**src/rtl/uart_tx_fifo_cfg.sv**
```systemverilog
// UART transmitter with write FIFO, runtime baud divider, parity and stop-bit select.
// Configuration is captured at every frame start and held until the frame ends.
module uart_tx_fifo_cfg #(
    parameter int SIZE_DATA   = 8,
    parameter int FIFO_DEPTH  = 16,
    parameter int OVER_SAMPLE = 16,
    parameter int SIZE_BAUD   = 16
) (
    input  logic                          i_clk,
    input  logic                          i_rst,
    input  logic [SIZE_BAUD-1:0]          i_baud_div,
    input  logic [1:0]                    i_parity_mode,
    input  logic                          i_stop2,
    input  logic                          i_wr_en,
    input  logic [SIZE_DATA-1:0]          i_wr_data,
    output logic                          o_full,
    output logic                          o_empty,
    output logic [$clog2(FIFO_DEPTH):0]   o_count,
    output logic                          o_overflow,
    output logic                          o_busy,
    output logic                          o_tx_serial,
    output logic                          o_tx_done
);

    localparam int AW  = $clog2(FIFO_DEPTH);
    localparam int CW  = AW + 1;
    localparam int OSW = (OVER_SAMPLE > 1) ? $clog2(OVER_SAMPLE) : 1;
    localparam int BW  = $clog2(SIZE_DATA);

    localparam logic [OSW-1:0] OS_LAST  = OSW'(OVER_SAMPLE - 1);
    localparam logic [BW-1:0]  BIT_LAST = BW'(SIZE_DATA - 1);

    typedef enum logic [2:0] {
        IDLE,
        START,
        DATA,
        PARITY,
        STOP
    } state_t;

    logic [SIZE_DATA-1:0] mem_q [FIFO_DEPTH];
    logic [AW-1:0]        wr_ptr_q, rd_ptr_q;
    logic [CW-1:0]        count_q, count_d;
    logic                 full_q, empty_q, ovf_q;
    logic                 wr_ok, pop, load;

    state_t               state_q, state_d;
    logic [SIZE_BAUD-1:0] baud_q, baud_d;
    logic [SIZE_BAUD-1:0] div_q, div_d;
    logic [OSW-1:0]       os_q, os_d;
    logic [BW-1:0]        bit_q, bit_d;
    logic [SIZE_DATA-1:0] sh_q, sh_d, head;
    logic                 par_q, par_d;
    logic                 par_on_q, par_on_d;
    logic                 stop2_q, stop2_d;
    logic                 tick, bit_end, tx, done;

    assign wr_ok   = i_wr_en && !full_q;
    assign head    = mem_q[rd_ptr_q];
    assign tick    = (baud_q == div_q);
    assign bit_end = tick && (os_q == OS_LAST);

    always_comb begin
        count_d = count_q;
        unique case ({wr_ok, pop})
            2'b10:   count_d = count_q + 1'b1;
            2'b01:   count_d = count_q - 1'b1;
            default: count_d = count_q;
        endcase
    end

    always_ff @(posedge i_clk) begin
        if (wr_ok) begin
            mem_q[wr_ptr_q] <= i_wr_data;
        end
    end

    always_ff @(posedge i_clk or posedge i_rst) begin
        if (i_rst) begin
            wr_ptr_q <= '0;
            rd_ptr_q <= '0;
            count_q  <= '0;
            full_q   <= 1'b0;
            empty_q  <= 1'b1;
            ovf_q    <= 1'b0;
        end else begin
            if (wr_ok) wr_ptr_q <= wr_ptr_q + 1'b1;
            if (pop)   rd_ptr_q <= rd_ptr_q + 1'b1;
            count_q <= count_d;
            full_q  <= (count_d == CW'(FIFO_DEPTH));
            empty_q <= (count_d == '0);
            ovf_q   <= i_wr_en && full_q;
        end
    end

    always_comb begin
        state_d  = state_q;
        baud_d   = tick ? '0 : baud_q + 1'b1;
        os_d     = os_q;
        bit_d    = bit_q;
        sh_d     = sh_q;
        par_d    = par_q;
        div_d    = div_q;
        par_on_d = par_on_q;
        stop2_d  = stop2_q;
        load     = 1'b0;
        pop      = 1'b0;
        tx       = 1'b1;
        done     = 1'b0;
        if (tick) os_d = (os_q == OS_LAST) ? '0 : os_q + 1'b1;
        unique case (state_q)
            IDLE: begin
                baud_d = '0;
                os_d   = '0;
                load   = !empty_q;
            end
            START: begin
                tx = 1'b0;
                if (bit_end) state_d = DATA;
            end
            DATA: begin
                tx = sh_q[0];
                if (bit_end) begin
                    sh_d = sh_q >> 1;
                    if (bit_q == BIT_LAST) begin
                        bit_d   = '0;
                        state_d = par_on_q ? PARITY : STOP;
                    end else begin
                        bit_d = bit_q + 1'b1;
                    end
                end
            end
            PARITY: begin
                tx = par_q;
                if (bit_end) state_d = STOP;
            end
            STOP: begin
                if (bit_end) begin
                    if (bit_q == BW'(stop2_q)) begin
                        done    = 1'b1;
                        bit_d   = '0;
                        state_d = IDLE;
                        load    = !empty_q;
                    end else begin
                        bit_d = bit_q + 1'b1;
                    end
                end
            end
            default: state_d = IDLE;
        endcase
        // Popping in the last stop clock chains frames with no idle gap.
        if (load) begin
            pop      = 1'b1;
            state_d  = START;
            baud_d   = '0;
            os_d     = '0;
            bit_d    = '0;
            sh_d     = head;
            div_d    = i_baud_div;
            par_on_d = ^i_parity_mode;
            stop2_d  = i_stop2;
            par_d    = (^head) ^ (i_parity_mode == 2'b10);
        end
    end

    always_ff @(posedge i_clk or posedge i_rst) begin
        if (i_rst) begin
            state_q  <= IDLE;
            baud_q   <= '0;
            div_q    <= '0;
            os_q     <= '0;
            bit_q    <= '0;
            sh_q     <= '0;
            par_q    <= 1'b0;
            par_on_q <= 1'b0;
            stop2_q  <= 1'b0;
        end else begin
            state_q  <= state_d;
            baud_q   <= baud_d;
            div_q    <= div_d;
            os_q     <= os_d;
            bit_q    <= bit_d;
            sh_q     <= sh_d;
            par_q    <= par_d;
            par_on_q <= par_on_d;
            stop2_q  <= stop2_d;
        end
    end

    assign o_full      = full_q;
    assign o_empty     = empty_q;
    assign o_count     = count_q;
    assign o_overflow  = ovf_q;
    assign o_busy      = (state_q != IDLE);
    assign o_tx_serial = tx;
    assign o_tx_done   = done;

endmodule

```
**config.mk**
```make
export PLATFORM = sky130hd
export DESIGN_NAME = uart_tx_fifo_cfg
export DESIGN_NICKNAME = d
export VERILOG_FILES = /design/src/rtl/uart_tx_fifo_cfg.sv
export SDC_FILE = /design/constraint.sdc
export NUM_CORES = 1
export LEC_CHECK = 0
export CAP_MARGIN = 30
export CORE_ASPECT_RATIO = 1.1
export CORE_MARGIN = 2
export CORE_UTILIZATION = 54
export DETAILED_ROUTE_END_ITERATION = 10
export GPL_ROUTABILITY_DRIVEN = 0
export PLACE_DENSITY_LB_ADDON = 0.25
export SYNTH_ARGS = -nofsm -noshare
export SYNTH_HDL_FRONTEND = slang
export SYNTH_SLANG_ARGS = --single-unit
export TNS_END_PERCENT = 50
```
**constraint.sdc**
```tcl
create_clock -name i_clk -period 3.9 [get_ports i_clk]
set_clock_uncertainty 0.05 [all_clocks]
set_input_delay 0.39 -clock i_clk [delete_from_list [all_inputs] [get_ports i_clk]]
set_output_delay 0.39 -clock i_clk [all_outputs]
set_load 0.05 [all_outputs]
```
**Word-level counts from Yosys, hierarchy flattened**

Memory sizes are Yosys's and may differ from the RTL's.
Cells that the tools add are included.

- Reduce and logical (&&, ||, !) cells: 17
- $lt $le $gt $ge: 0
- Div/mod/pow operators: 0
- Equality and inequality tests: 19
- $mul: 0
- Multiplexer cells: 36
- $add $sub $neg: 7
- Bitwise logic cells: 1
- Shift-type cells: 0

Operators with widths:

| cell | number |
|---|---|
| two-way mux 16 bit | 3 |
| two-way mux 3 bit | 13 |
| two-way mux 8 bit | 3 |
| inequality test 3 bit (second input constant) | 6 |
| adder 16 x 1 -> 16 bit (second input constant) | 1 |
| equality test 16 bit | 1 |
| two-way mux 4 bit | 4 |
| case mux 3 bit (5 select lines) | 1 |
| adder 4 x 1 -> 4 bit (second input constant) | 3 |
| case mux 5 bit (2 select lines) | 1 |
| nonzero test 3 bit | 3 |
| two-way mux 1 bit | 8 |
| XOR reduction 8 bit | 1 |
| AND reduction 7 bit | 1 |
| equality test 3 x 2 -> 1 bit (second input constant) | 2 |
| equality test 3 bit (second input constant) | 2 |
| case mux 3 bit (2 select lines) | 1 |
| adder 5 x 1 -> 5 bit (second input constant) | 1 |
| equality test 5 bit (second input constant) | 1 |
| zero test 5 bit | 1 |
| subtractor 5 x 1 -> 5 bit (second input constant) | 1 |
| equality test 2 bit (second input constant) | 2 |
| equality test 4 bit (second input constant) | 1 |
| nonzero test 2 bit | 2 |
| other kinds (14) | 17 |

- Memory bits (writable): 128
- Bits in read-only memories: 0
- Memories kept: 1
- Bits in latches: 0
- Register bits: 69
- Bits of input ports: 30

Memory list:

| memory | depth | bits a word | rd ports | clocked after Yosys merged registers in | wr ports | RTL line | text |
|---|---|---|---|---|---|---|---|
| mem_q | 16 | 8 | 1 | 0 | 1 | 41 | `logic [SIZE_DATA-1:0] mem_q [FIFO_DEPTH];` |

**Depth between registers and ports, before layout**

Gate-level depths: netlist of the first run.

- Word-level depth: 8
- Mapped depth: 17
- Gate-level depth less buffers: 15

**Least setup slack after synthesis of the first run**

OpenSTA, ideal clock, no wires.

- Path kind: flip-flop to flip-flop
- Start point: reg baud_q[2]
- End point: reg full_q (netlist: o_full)
- Arrival time: 3.825 ns
- Library setup time: 0.073 ns
- Cell stages (with the launch flop): 18
- Data required time: 3.777 ns
- Path slack: -0.048 ns
- Path through: dfrtp_1 xor2_1 nor4_1 nand4_2 o31ai_4 nand2_4 inv_4 buf_2 ha_1 clkbuf_1 xor2_1 ha_1 o21ai_0 a21boi_0 a311oi_1 nor3_1 xor2_1 nor2b_1

- Cells in the longest elaborated chain, start to end: 8
- Elaborated cells between the ends (all ways): 9
- Classes of those cells: eq/ne: 4; mux: 4; reduce/logical: 1

RTL lines:

| what | RTL line | text |
|---|---|---|
| start, declared | 48 | `logic [SIZE_BAUD-1:0] baud_q, baud_d;` |
| start signal, assigned | 179 | `baud_q <= baud_d;` |
| equality test 16 bit (*) | 60 | `assign tick = (baud_q == div_q);` |
| logical AND 1 bit (*) | 61 | `assign bit_end = tick && (os_q == OS_LAST);` |
| two-way mux 1 bit (*) | 138 | `if (bit_end) begin` |
| case mux 1 bit (2 select lines) (*) | 111 | `unique case (state_q)` |
| two-way mux 1 bit (*) | 152 | `if (load) begin` |
| equality test 2 x 1 -> 1 bit or equality test 2 bit (tied branches) | 65 | `unique case ({wr_ok, pop})` |
| case mux 5 bit (2 select lines) (*) | 65 |  |
| named net count_d[4] | 43 | `logic [CW-1:0] count_q, count_d;` |
| equality test 5 bit (*) | 90 | `full_q <= (count_d == CW'(FIFO_DEPTH));` |
| end signal, assigned | 90 |  |
| end, declared | 44 | `logic full_q, empty_q, ovf_q;` |

The timed path passes the listed nets; every way through them passes the cells marked *.
A chain may end at the register's enable or synchronous reset.

**Final worst setup path of the first run**

- Start point: reg baud_q[10]
- End point: reg full_q (netlist: o_full)

Same word-level chain as after synthesis.

==> metrics, run 1 <==
status=finished clean; Fillers=1120; I/O pin count=41; drt pass-1 iters=4; via count=4597; Flop pwr share=50.6%; critical path endpoint category=flop; R2R Setup Slk=0.32 ns; Clock Tree Buf Depth=2; Pleak=0.00367 µW; share of the synthesized area in the top cell type=44.7%; # DRC=0; CP Data Arrival Time=3.89 ns; slowest cell on the critical path=dfrtp_1; Post-synth EDFFs=128; Comb pwr share=14.6%; mean post-synth cell area=15.8 µm²; post-synth top area cell=edfxtp_1; Synth cell types=47; first-pass GRT wire length=25300 µm; Clock transition at path regs=0.07 ns; Root Driver=clkbuf_16; synthesized instance count=544; Rel. slew slack=60.2%; htree depth=4; Worst path most repeated cell=xor2_1; pwr/cell area=520 mW/mm²; largest net degree at the start of global routing=46; P&R area growth vs syn=14.2%; CP Buf/Inv Count=1; PortBufs=40; min setup slack post-route=0.325 ns; worst path cell trace=xor2_1, nor4_1, nand4_2, o31ai_4, nand2_4, inv_4, ha_2, xor2_1, ha_1, o21ai_0, a21boi_0, a311oi_1, nor3_1, xor2_1, nor2b_1; HP Class=in -> async; 1st-iter DRT viols=316; gr usage total=19.7%; die width=124 µm; setup repair bufs after CTS=0; clk sinks=197; Int Power=3770 µW; area of the die=0.0170 mm²; Seq/Total Area, Yosys=64.7%; Pins Over Slew Limit=0; Synth async-reset ratio=35.0%; Post-Place Cells=772; fraction of layout cells with a size suffix above 1=16.4%; post_cts resized=0; Max Cap Violations=0; antenna cells=0; Initial Util=54.9%; worst slew pin tran=0.596 ns; Final Non-Filler Cells=804; min Tclk post-route=3.58 ns; maximum vdd drop=0.381 mV; CTS tree=yes; Final period util=91.7%; worst-path fanout max=8; setup total negative slack=0 ns; Post-Syn Area=0.00861 mm²; Layout Nets=635; Max Clk Rate=280 MHz; Hold Vio Cnt, Final=0; kind of critical path=reg -> reg; Switching Share=26.2%; total core area=0.0157 mm²; part of the power in the clock network=34.9%; Core Rows=48; DP Wirelength=10700 µm; dominant delay contributor by cell family on the critical path=simple AND/OR/NAND/NOR gates; initial antenna violation count=0; Synth area leaders=edfxtp_1, dfrtp_1, mux4_2; vias in the first global route=4702; Hold Buf Count CTS=0; worst-skew pair later-pin latency=0.43 ns; crit path launch type=flop; CTS buffer count=17; Die Ht=136 µm; Sw Pwr=1340 µW; Synth Warn #=0; Synth Net Count=588; RSZ-0062 raised after global routing=false; overflow left after global routing=0; pre-CTS setup slack=0.121 ns; Final setup viols=0; crit-path max cell delay=0.43 ns; post-route ant nets=0; top_reg_cell synth=edfxtp_1; wire length per cell=19.8 µm; final WL=15900 µm; CP required=4.21 ns; post-DR vias/cell=5.72; #FFs+latches synth=197
placed cells by master (no fill, tap or decap), drive strengths merged, types with 11 or more instances in the layout:
master,n
a21oi,13
and2,17
and3,11
clkbuf,18
clkdlybuf4s50,40
dfrtp,68
edfxtp,128
ha,14
inv,15
mux2,22
mux2i,15
mux4,36
nand2,32
nand3,16
nor2,24
o21ai,13
xnor2,15
xor2,29
metal layers:
metal / wire (µm) / track usage, % / part of all wire (%) / up-vias
li1: - / - / - / 2143
met1: 6800 / 24.3 / 43 / 2346
met2: 8310 / 35.1 / 52 / 90
met3: 603 / 4.49 / 3.8 / 18
met4: 180 / 5.87 / 1.1 / 0
met5: 0 / 0 / 0 / -
cells by family after synthesis:
| logic type | after synthesis | synth area share (%) |
|---|---|---|
| AOI/OAI and AO/OA | 43 | 3.15 |
| adders and majority gates | 14 | 2.04 |
| DFF | 197 | 64.7 |
| xor gates and xnor gates | 47 | 5.35 |
| buffers and inverters | 33 | 1.99 |
| and+or+nand+nor | 137 | 8.24 |
| muxes | 73 | 14.5 |
cell usage after synthesis, types with 14 or more instances:
cell and instances:
xor2_1 29, nand3_1 16, mux4_2 26, ha_1 14, edfxtp_1 128, nand2_1 31
nor2_1 24, dfrtp_1 68, mux2_2 20, mux2i_1 15, xnor2_1 14, and2_1 17
cell type report:
class,instances,area [µm²],area share (%)
clock buffer,18,429,4.37
clock inverter,14,175,1.78
inverter,11,43.8,0.445
multi-input combinational,314,2880,29.3
sequential,197,5570,56.7
tap,200,250,2.55
timing repair buffer,50,475,4.84
power by group through the flow:
stage / Sequential (µW) / Clock [µW] / Combinational (µW)
2_1_floorplan: 2700 / 0 / 388
5_1_grt: 2610 / 1900 / 804
3_5_place_dp: 2630 / 0 / 745
3_3_place_gp: 2610 / 0 / 715
6_report: 2580 / 1780 / 744
4_1_cts: 2580 / 1810 / 750
flip-flops by register name, indices dropped and copies added (netlist names):
signal and cells:
sh_q 8, baud_q 16, state_q 3, par_q 1
par_on_q 1, stop2_q 1, os_q 4, o_empty 1
mem_q 128, bit_q 3, rd_ptr_q 4, o_overflow 1
o_count 5, o_full 1, wr_ptr_q 4, div_q 16
worst paths after layout:
| path | startpoint | endpoint | cells past startpoint |
|---|---|---|---|
| setup / recovery | baud_q[10] | o_full | 15 |
| hold / removal | i_rst | div_q[11] | 2 |
| setup reg to reg | baud_q[10] | o_full | 15 |
| hold reg to reg | baud_q[0] | baud_q[0] | 1 |
| max in group asynchronous | i_rst | rd_ptr_q[0] | 3 |
| min in group i_clk | baud_q[0] | baud_q[0] | 1 |
through the flow:
step | hold slack, ns | util, % | area [µm²] | total power, µW
6_report | 0.269 | 62.7 | 9830 | 5110
5_1_grt | 0.311 | 62.7 | 9830 | 5310
4_1_cts | 0.277 | 62.6 | 9810 | 5150
3_5_place_dp | 0.450 | 58.7 | 9210 | 3370
3_3_place_gp | 0.447 | 58.7 | 9210 | 3330
2_1_floorplan | 0.422 | - | 8610 | 3090
(Power assumes the default switching activity.)
==> run 2: changes to the inputs <==
--- a/config.mk
+++ b/config.mk
@@ -11,6 +11,7 @@
 export CORE_UTILIZATION = 54
 export DETAILED_ROUTE_END_ITERATION = 10
 export GPL_ROUTABILITY_DRIVEN = 0
+export GPL_TIMING_DRIVEN = 0
 export PLACE_DENSITY_LB_ADDON = 0.25
 export SYNTH_ARGS = -nofsm -noshare
 export SYNTH_HDL_FRONTEND = slang
==> metrics, run 2 (synthesized netlist as in run 1, its figures left out) <==
HP Class=in -> async; CTS buffer count=17 (unchanged); via count=4767 (+3.7%); Hold Buf Count CTS=0 (unchanged); fraction of layout cells with a size suffix above 1=18.4% (+2.0 points); Initial Util=54.9% (unchanged); overflow left after global routing=0 (unchanged); status=finished clean; Final Core Density=63.5% (+0.83 points); Top reg by flops=mem_q; gr usage total=21.7% (+2.0 points); htree depth=4 (unchanged); initial antenna violation count=0 (unchanged); maximum vdd drop=0.388 mV (+1.7%); Clock Tree Buf Depth=2 (unchanged); Fillers=1129 (+0.80%); Final setup viols=0 (unchanged); 1st-iter DRT viols=306 (-3.2%); CP required=4.21 ns (about the same); crit path launch type=flop; commonest non-fill, non-tap cell in the layout=edfxtp_1; worst slew pin tran=0.846 ns (+0.250 ns); Core Rows=48 (unchanged); clk sinks=197 (unchanged); Max Cap Violations=0 (unchanged); # DRC=0 (unchanged); R2R depth=16 (+1); worst-path fanout max=10 (+2); pwr/cell area=509 mW/mm² (-2.1%); Pleak=0.00376 µW (+2.5%); Max Clk Rate=272 MHz (-2.7%); I/O pin count=41 (unchanged); P&R area growth vs syn=15.7%; Design Area, Final=0.00996 mm² (+1.3%); Root Driver=clkbuf_16; worst reg2reg endpoint=o_full; post-route ant nets=0 (unchanged); min Tclk post-route=3.67 ns (+0.0988 ns); drt pass-1 iters=4 (unchanged); Rel. slew slack=43.6% (-17 points); vias in the first global route=4999 (+6.3%); DP Wirelength=11100 µm (+3.7%); Die Ht=136 µm (unchanged); total core area=0.0157 mm² (unchanged); Crit Reg-Reg Startpoint=div_q[13]; Largest register FFs=128 (unchanged); Design Power=5070 µW (-0.77%); biggest regs=mem_q x128, baud_q x16, div_q x16; Layout Nets=656 (+3.3%); Hold Vio Cnt, Final=0 (unchanged); wire length per cell=20.9 µm (+5.9%); critical path endpoint category=flop; Final period util=94.2% (+2.5 points); first-pass GRT wire length=27400 µm (+8.3%); antenna cells=0 (unchanged); DP Area=0.00927 mm² (+0.65%); die width=124 µm (unchanged); Clock transition at path regs=0.07 ns (about the same); final WL=17300 µm (+8.7%); most frequent cells in the layout=edfxtp_1, dfrtp_1, clkdlybuf4s50_1; kind of critical path=reg -> reg; area of the multi-input gates=0.00291 mm² (+0.74%); CTS tree=yes; Hold Slack=0.428 ns (+0.160 ns); PortBufs=40 (unchanged); largest net degree at the start of global routing=70 (+52%); post-DR vias/cell=5.78 (+1.1%); R2R Setup Slk=0.23 ns (-0.10 ns); setup total negative slack=0 ns (unchanged); Sequential cell area=0.00557 mm² (about the same); area of the die=0.0170 mm² (unchanged); CP Data Arrival Time=3.98 ns (+0.09 ns); worst-skew pair later-pin latency=0.43 ns (about the same); Pins Over Slew Limit=0 (unchanged)
==> run 2: changes by cell type in the layout (fill, tap and decap cells not counted), sizes merged <==
cell      before  now
clkinvlp       5    0
clkinv         2    3
inv           15   19
buf           10   17
clkbuf        18   34
bufinv         3    1
==> run 2: cell type report <==
cell class | instances | area share [%]
sequential | 197 | 56.0
multi-input combinational | 314 | 29.2
clock buffer | 21 | 4.85
timing repair buffer | 49 | 4.67
tap | 200 | 2.51
buffer | 21 | 1.27
clock inverter | 11 | 0.917
inverter | 11 | 0.565
timing repair inverter | 1 | 0.0879
==> run 2: routing by layer <==
| layer | wire (µm) | global-route usage, % | vias up |
|---|---|---|---|
| met1 | 7160 | 26.6 | 2422 |
| met3 | 679 | 4.25 | 33 |
| li1 | - | - | 2188 |
| met2 | 8850 | 37.8 | 124 |
| met5 | 0 | 0 | - |
| met4 | 584 | 9.36 | 0 |
==> run 2: critical path: stages (launching register included) <==
cell      delay [ns]
dfrtp_1         0.41
xor2_1          0.18
nor4_2          0.38
nand4_2         0.23
o31ai_4         0.31
nand2_4         0.14
inv_12          0.12
ha_1            0.17
clkbuf_4        0.19
xor2_2          0.08
ha_2            0.21
o21ai_1         0.17
a21boi_1        0.11
a311oi_1        0.32
nor3_2          0.10
xor2_1          0.24
nor2b_2         0.19
==> run 2: report_power, final <==
part | internal, µW | leakage [µW] | switching [µW] | total (µW)
combinational | 305 | 0.00145 | 465 | 769
clock | 956 | 0.000298 | 759 | 1720
sequential | 2460 | 0.00201 | 131 | 2590
==> run 2: worst max path at each step <==
stage	from	end	slack, ns	cells past startpoint
2_1_floorplan	baud_q[2]	o_full	0.08	17
3_5_place_dp	baud_q[7]	o_full	-1.06	17
5_1_grt	div_q[8]	o_full	-0.002	17
3_3_place_gp	baud_q[7]	o_full	-0.89	17
6_report	div_q[13]	o_full	0.23	16
4_1_cts	div_q[13]	o_full	0.07	16
==> run 2: what timing repair did <==
item | in CTS | in global routing
resized for setup | 9 | 8
pin swaps | 7 | 8
setup endpoints to repair | 6 | 3
setup buffers | 5 | 3
gates cloned | 0 | 1
==> run 2: stage by stage <==
step | setup slack, ns | cells
after CTS | 0.0654 | 821
after global routing | -0.00178 | 825
after global placement | -0.887 | 784
after floorplan | 0.0766 | 544
final | 0.226 | 825
after detailed placement | -1.06 | 785
==> run 3: changes to the inputs <==
--- a/config.mk
+++ b/config.mk
@@ -8,7 +8,7 @@
 export CAP_MARGIN = 30
 export CORE_ASPECT_RATIO = 1.1
 export CORE_MARGIN = 2
-export CORE_UTILIZATION = 54
+export CORE_UTILIZATION = 55
 export DETAILED_ROUTE_END_ITERATION = 10
 export GPL_ROUTABILITY_DRIVEN = 0
 export GPL_TIMING_DRIVEN = 0
==> constraint.sdc (replaced) <==
create_clock -name i_clk -period 3.81 [get_ports i_clk]
set_clock_uncertainty 0.05 [all_clocks]
set_input_delay 0.381 -clock i_clk [delete_from_list [all_inputs] [get_ports i_clk]]
set_output_delay 0.381 -clock i_clk [all_outputs]
set_load 0.05 [all_outputs]
==> metrics, run 3 (synthesized netlist as in run 1, its figures left out) <==
Root Driver=clkbuf_16; pwr/cell area=518 mW/mm² (+1.7%); maximum vdd drop=0.347 mV (-10%); Design Area, Final=0.00998 mm² (+0.24%); Die Ht=135 µm (-0.88%); 1st-iter DRT viols=327 (+6.9%); critical path endpoint category=flop; Core Rows=47 (-2.1%); setup total negative slack=0 ns (unchanged); CP required=4.12 ns (-0.09 ns); via count=4786 (+0.40%); min Tclk post-route=3.62 ns (-0.0533 ns); CP Data Arrival Time=3.94 ns (-0.04 ns); largest net degree at the start of global routing=70 (unchanged); Hold Buf Count CTS=0 (unchanged); Hold Slack=0.446 ns (+0.0174 ns); Hold Vio Cnt, Final=0 (unchanged); P&R area growth vs syn=16.0%; post-DR vias/cell=5.81 (+0.52%); final WL=16900 µm (-2.0%); htree depth=4 (unchanged); DP Wirelength=10800 µm (-3.3%); Final Non-Filler Cells=824 (-0.12%); DP Area=0.00927 mm² (about the same); Final period util=95.0% (+0.83 points); grt peak-use layer=met2; initial antenna violation count=0 (unchanged); commonest non-fill, non-tap cell in the layout=edfxtp_1; gr usage total=21.8% (+0.12 points); Worst path most repeated cell=xor2_1; clk sinks=197 (unchanged); CTS tree=yes; met2 global-route usage=36.2% (-1.6 points); post-route ant nets=0 (unchanged); crit path launch type=flop; vias in the first global route=4805 (-3.9%); first-pass GRT wire length=26200 µm (-4.2%); CTS buffer count=17 (unchanged); wire length per cell=20.5 µm (-1.8%); drt pass-1 iters=5 (+1); die width=123 µm (-0.88%); area of the die=0.0167 mm² (-1.8%); Clock transition at path regs=0.07 ns (about the same); HP Class=in -> async; # DRC=0 (unchanged); Final setup viols=0 (unchanged); Max Cap Violations=0 (unchanged); Global Route met3 Usage=3.96% (-0.29 points); Pleak=0.00375 µW (-0.24%); slowest cell on the critical path=dfrtp_2; most frequent cells in the layout=edfxtp_1, dfrtp_1, clkdlybuf4s50_1; PortBufs=40 (unchanged); antenna cells=0 (unchanged); total core area=0.0152 mm² (-3.2%); Clock Tree Buf Depth=2 (unchanged); Layout Nets=659 (+0.46%); crit-path max cell delay=0.41 ns (about the same); overflow left after global routing=0 (unchanged); kind of critical path=reg -> reg; Top reg by flops=mem_q; Pins Over Slew Limit=0 (unchanged); GR Util met1=29.1% (+2.4 points); worst-path fanout max=10 (unchanged); Max Clk Rate=276 MHz (+1.5%); I/O pin count=41 (unchanged); Largest register FFs=128 (unchanged); fraction of layout cells with a size suffix above 1=18.6% (+0.23 points); Rel. slew slack=43.4% (-0.18 points); worst path cell trace=xor2_1, nor4_2, buf_4, nand4_4, o31ai_4, nand2_4, clkinv_8, ha_2, buf_6, xor2_1, ha_2, o21ai_0, a21boi_1, a311oi_1, nor3_1, xor2_1, nor2b_2; Initial Util=56.7% (+1.8 points); worst slew pin tran=0.849 ns (+0.00274 ns); Post-Place Cells=781 (-0.51%); biggest regs=mem_q x128, baud_q x16, div_q x16; status=finished clean; worst-skew pair later-pin latency=0.43 ns (about the same)
## run 3: cell count changes in the layout (fill, tap and decap cells not counted), sizes merged
cell,delta
clkinvlp,+4
buf,+4
clkinv,+2
inv,-2
clkbuf,-5
## run 3: final cells by class
cell class | instances | area, µm²
clock inverter | 15 | 145
multi-input combinational | 314 | 2910
timing repair inverter | 1 | 6.26
fill | 1049 | 5190
tap | 196 | 245
buffer | 21 | 130
inverter | 11 | 56.3
timing repair buffer | 52 | 488
clock buffer | 17 | 425
sequential | 197 | 5580
## run 3: metal layers
layer,part of all wire (%),wire (µm),vias to the layer above
li1,-,-,2194
met2,53,8940,140
met3,4.1,691,24
met1,42,7080,2428
met5,0,0,-
met4,1.3,216,0
## run 3: stage by stage
step	utilization (%)	total power (µW)	worst slack [ns]
floorplan	-	3170	0.00488
detailed placement	61.1	3450	-0.988
global route	65.8	5370	-0.0599
global placement	61.0	3410	-0.955
CTS	65.2	5170	0.0321
finish	65.8	5170	0.189
## run 3: worst max-delay path: cells and delay by family, from the launching register on
kind	cells	cell delay, ns
xor gates and xnor gates	3	0.57
AOI/OAI and AO/OA	4	0.71
adders and majority gates	2	0.40
and+or+nand+nor	5	1.00
buffers and inverters	3	0.41
DFF	1	0.41
## run 3: where the power goes
part	switching (µW)	internal [µW]
combinational	474	330
sequential	132	2510
clock	804	916
total	1410	3760
## run 3: path summary, 6_finish.rpt
check                      startpoint  depth (start not counted)  slack [ns]   endpoint
max                         baud_q[8]                         17        0.19     o_full
min reg2reg                 baud_q[0]                          1        0.47  baud_q[0]
min                             i_rst                          2        0.45    os_q[3]
max in group asynchronous       i_rst                          2        2.68  baud_q[7]
max reg2reg                 baud_q[8]                         17        0.19     o_full
min in group i_clk          baud_q[0]                          1        0.47  baud_q[0]
## run 3: timing repair
action / in CTS / in global routing
cloned: 1 / 0
setup buffers: 5 / 6
setup endpoints to repair: 6 / 3
gates resized for setup: 5 / 14
pin swaps: 6 / 8
